===== config.mk =====
export PLATFORM = sky130hd
export DESIGN_NAME = counter_updown_mod_n
export DESIGN_NICKNAME = d
export VERILOG_FILES = /design/src/rtl/counter_updown_mod_n.sv
export SDC_FILE = /design/constraint.sdc
export NUM_CORES = 1
export LEC_CHECK = 0
export ABC_AREA = 1
export CAP_MARGIN = 20
export CORE_ASPECT_RATIO = 1.75
export CORE_MARGIN = 10
export CORE_UTILIZATION = 50
export DETAILED_ROUTE_END_ITERATION = 12
export HOLD_SLACK_MARGIN = 0.1
export MAX_ROUTING_LAYER = met4
export PLACE_DENSITY = 0.79
export SYNTH_ARGS = -nofsm -noshare
export SYNTH_HDL_FRONTEND = slang
export SYNTH_SLANG_ARGS = --single-unit

===== constraint.sdc =====
create_clock -name clk -period 3.7 [get_ports clk]
set_input_delay 0.555 -clock clk [delete_from_list [all_inputs] [get_ports clk]]
set_output_delay 0.555 -clock clk [all_outputs]
set_load 0.05 [all_outputs]

===== src/rtl/counter_updown_mod_n.sv =====
// Up/down modulo-N counter with runtime modulus, parallel load, a terminal-count pulse
// and a saturating wrap tally. All outputs are registered.
module counter_updown_mod_n #(
  parameter int WIDTH  = 4,
  parameter int WRAP_W = 8
) (
  input  logic              clk,
  input  logic              reset,
  input  logic              en,
  input  logic              up,
  input  logic [WIDTH-1:0]  modulus,
  input  logic              load,
  input  logic [WIDTH-1:0]  load_value,
  output logic [WIDTH-1:0]  count,
  output logic              tc,
  output logic              load_err,
  output logic [WRAP_W-1:0] wraps
);

  localparam logic [WIDTH:0]  FULL_M   = {1'b0, {WIDTH{1'b1}}};
  localparam logic [WIDTH:0]  ONE_M    = {{WIDTH{1'b0}}, 1'b1};
  localparam logic [WIDTH-1:0] ONE_C   = {{(WIDTH-1){1'b0}}, 1'b1};
  localparam logic [WRAP_W-1:0] ONE_W  = {{(WRAP_W-1){1'b0}}, 1'b1};

  // Top count value M = N-1, held one bit wider so modulus==0 (N = 2^WIDTH) fits.
  logic [WIDTH:0]     m_val;
  logic [WIDTH-1:0]   m_low;
  logic [WIDTH:0]     cnt_ext;
  logic [WIDTH:0]     lv_ext;
  logic [WRAP_W-1:0]  wraps_inc;

  logic [WIDTH-1:0]   count_nxt;
  logic               tc_nxt;
  logic               load_err_nxt;
  logic [WRAP_W-1:0]  wraps_nxt;

  always_comb begin
    m_val     = (modulus == '0) ? FULL_M : ({1'b0, modulus} - ONE_M);
    m_low     = m_val[WIDTH-1:0];
    cnt_ext   = {1'b0, count};
    lv_ext    = {1'b0, load_value};
    wraps_inc = (wraps == '1) ? wraps : (wraps + ONE_W);
  end

  always_comb begin
    count_nxt    = count;
    tc_nxt       = 1'b0;
    load_err_nxt = 1'b0;
    wraps_nxt    = wraps;
    if (load) begin
      if (lv_ext > m_val) begin
        count_nxt    = m_low;
        load_err_nxt = 1'b1;
      end else begin
        count_nxt    = load_value;
      end
    end else if (en) begin
      if (up) begin
        // >= also catches a count left above M after the modulus shrank.
        if (cnt_ext >= m_val) begin
          count_nxt = '0;
          tc_nxt    = 1'b1;
          wraps_nxt = wraps_inc;
        end else begin
          count_nxt = count + ONE_C;
        end
      end else begin
        if (count == '0) begin
          count_nxt = m_low;
          tc_nxt    = 1'b1;
          wraps_nxt = wraps_inc;
        end else if (cnt_ext > m_val) begin
          count_nxt = m_low;
        end else begin
          count_nxt = count - ONE_C;
        end
      end
    end
  end

  always_ff @(posedge clk) begin
    if (reset) begin
      count    <= '0;
      tc       <= 1'b0;
      load_err <= 1'b0;
      wraps    <= '0;
    end else begin
      count    <= count_nxt;
      tc       <= tc_nxt;
      load_err <= load_err_nxt;
      wraps    <= wraps_nxt;
    end
  end

endmodule

==> summary.md <==
| Metric | Value |
|---|---|
| Status | `finished, final reports clean` |
| Post-cts gate resize count | `0` |
| Slowest stage delay, CP | `0.48 ns` |
| Ys Warns | `0` |
| VDD IR max | `0.152 mV` |
| Die height | `85.9 um` |
| First-pass detailed-route iteration total | `4` |
| Sequential Area | `280 sq um` |
| DIE WIDTH | `57.7 um` |
| Clock power share | `27.5%` |
| Relative slew slack | `61.7%` |
| FMAX | `0.342 GHz` |
| ANT nets after route | `0` |
| WP depth | `17` |
| # Max-Cap Violations | `0` |
| Synth area leader | `dfxtp_1` |
| Fin util | `68.5%` |
| Slowest CP cell | `clkdlybuf4s50_1` |
| Core area | `2330 sq um` |
| I/O Buffers | `26` |
| Worst-skew pair later-pin latency | `0.25 ns` |
| Routability cong. | `0.887` |
| Congestion Overflow GR | `0` |
| Critical Path AT | `3.07 ns` |
| Post-CTS setup buffers | `0` |
| Die area | `4960 sq um` |
| Vias in the first global route | `1367` |
| Final hold vios | `0` |
| TritonCTS clock tree | `yes` |
| Final setup fails | `0` |
| Number of flops mapped to enable cells by yosys | `0` |
| Combinational group share of total power | `41.3%` |
| First-pass GRT wire length | `5910 um` |
| Sw frac | `39.2%` |
| Drt total wl | `3340 um` |
| Global-route usage over all layers | `14.7%` |
| Post-CTS Hold Fix Bufs | `0` |
| FP Rows | `23` |
| CP Class | `input pin to register` |
| Critical Path End | `count[3]` |
| Cell count after synthesis | `193` |
| DR iter-0 viols | `18` |
| Initial Utilization | `53.3%` |
| Num CTS Buffers | `3` |
| N_diodes | `0` |
| Clk sinks | `14` |
| Critical path launch point type | `input pin` |
| Worst slew pin tran | `0.569 ns` |
| Layout cell share with drive strength beyond 1 | `10.7%` |
| Final HPWL DP | `2760 um` |
| Crit path time final | `2.92 ns` |
| Post-synthesis register bit count | `14` |
| DR WL/cell | `13.4 um` |
| Async SR Flop Fraction | `0%` |
| RR Endpoint | `count[3]` |
| Post-route DRC | `0` |
| CP startpoint | `modulus[0]` |
| FF-to-FF setup slack | `1.88 ns` |
| Synth top area share | `22.6%` |
| Synth area leaders | `dfxtp_1 23%, nand2_1 17%, ha_1 13%` |
| Critical Path Fanout Max | `5` |
| Hold Path Class | `register to register` |
| Setup repair after global routing missed its margin | `false` |
| Seq/Total Area, Yosys | `22.6%` |
| Syn Nets | `219` |
| NetSw | `0.218 mW` |
| Crit-path cells | `clkdlybuf4s50_1 -> inv_1 -> ha_1 -> a21oi_1 -> nand2_1 -> o21ai_0 -> ha_1 -> nand2_1 -> nor2_1 -> nor2_1 -> nand2_1 -> nand3_2 -> nand2_1 -> nand2_1 -> nand3_1 -> a21oi_1 -> nor2_1` |
| Antenna violations before repair | `0` |
| Multi-input gate area | `847 sq um` |
| Worst Setup End Kind | `register` |
| Design internal power | `0.338 mW` |
| Slew Viols, Final | `0` |
| Sum of negative setup slack | `0 ns` |
| Worst-path clk slew | `0.06 ns` |
| Most used cell, CP | `nand2_1` |
| Critical Path RT | `3.84 ns` |
| Tot Pwr | `0.556 mW` |
| Root Driver | `clkbuf_8` |
| Syn avg cell area | `6.44 sq um` |
| Placed Cells | `245` |
| Flop pwr share | `31.2%` |
| Final Skew | `0.00448 ns` |
| Nets@finish | `251` |
| Critical path buffers and inverters | `2` |
| Cell Area, Synth | `1240 sq um` |
| Static Leak | `0.764 nW` |
| Ports | `27` |
| R2R Path Start | `count[2]` |
| Largest net degree at the start of global routing | `10` |
| R2r worst-path depth | `11` |
| Fin cells | `249` |
| Clock buffer depth | `2` |
| Fill cells | `214` |
| P&R area growth vs syn | `28.5%` |
| H-tree depth | `1` |
| PD cells | `348 nW/um^2` |
| Detailed-route via count | `1340` |
| Ys flop type | `dfxtp_1` |
| Cell family with most CP delay | `simple AND/OR/NAND/NOR gates` |
| Via/cell ratio | `5.38` |
| Most frequent cells in the layout | `55 x nand2_1, 27 x inv_1, 26 x clkdlybuf4s50_1` |
| Commonest non-fill, non-tap cell in the layout | `nand2_1` |
| Final period utilization | `79.0%` |
| Synth cell types | `23` |
## metrics by stage
step | worst slack, ns | instance area [sq um] | hold WS, ns
finish | 0.775 | 1600 | 0.518
global route | 0.519 | 1600 | 0.532
CTS | 0.794 | 1600 | 0.513
detailed placement | 0.541 | 1540 | 0.504
global placement | 0.665 | 1540 | 0.498
floorplan | 1.38 | 1240 | 0.624
## per-layer routing
layer | track usage [%] | vias up | wire length [um]
met1 | 12.7 | 606 | 1240
met3 | 4.43 | 13 | 186
met5 | - | - | 0
met4 | 10.9 | 0 | 140
li1 | - | 679 | -
met2 | 25.5 | 42 | 1780
## power groups by stage
| stage | clock, mW | combinational (mW) | sequential [mW] |
|---|---|---|---|
| after detailed placement | 0 | 0.230 | 0.176 |
| after floorplan | 0 | 0.134 | 0.202 |
| final | 0.153 | 0.230 | 0.173 |
| after global placement | 0 | 0.223 | 0.176 |
| after global routing | 0.159 | 0.258 | 0.176 |
| after CTS | 0.153 | 0.231 | 0.173 |
## worst min-delay path, delay by kind of cell, from the launching register on
kind	cells	cell delay (ns)
AOI/OAI and AO/OA	1	0.05
and+or+nand+nor	1	0.07
DFF	1	0.34
## cells by family (layout without fill, tap and decap cells)
| group | Yosys count | count (layout) | synth area share (%) |
|---|---|---|---|
| xor+xnor | 8 | 8 | 5.64 |
| fa+ha+maj | 13 | 13 | 13.1 |
| flops | 14 | 14 | 22.6 |
| buf+inv | 30 | 61 | 9.27 |
| simple gates | 101 | 101 | 37.1 |
| compound gates | 27 | 27 | 12.4 |
## state kept, by name, indices dropped and copies added (netlist names)
register,cells
wraps,8
count,4
load_err,1
tc,1
## cell usage after synthesis, types with 4 or more instances
| library cell | count |
|---|---|
| nand4_1 | 4 |
| o21ai_0 | 10 |
| a21oi_1 | 9 |
| dfxtp_1 | 14 |
| nand2_1 | 55 |
| inv_1 | 27 |
| nor2_1 | 16 |
| xor2_1 | 5 |
| nand3_1 | 10 |
| a21oi_2 | 4 |
| nand2_2 | 4 |
| ha_1 | 13 |
## area by class of cell
type                            instances  area share (%)
Inverter                               30            7.21
Clock buffer                            4            3.45
Sequential cell                        14            17.6
Multi-Input combinational cell        149            53.1
Timing Repair Buffer                   27            16.8
Tap cell                               25            1.96
## worst min path at each step
stage / from / end / slack [ns] / cells past startpoint
finish: wraps[7] / wraps[7] / 0.52 / 2
global route: wraps[7] / wraps[7] / 0.53 / 2
CTS: wraps[7] / wraps[7] / 0.51 / 2
detailed placement: wraps[7] / wraps[7] / 0.50 / 2
global placement: wraps[7] / wraps[7] / 0.50 / 2
floorplan: reset / wraps[4] / 0.62 / 1
No activity file was read; power rests on OpenSTA's default activity.
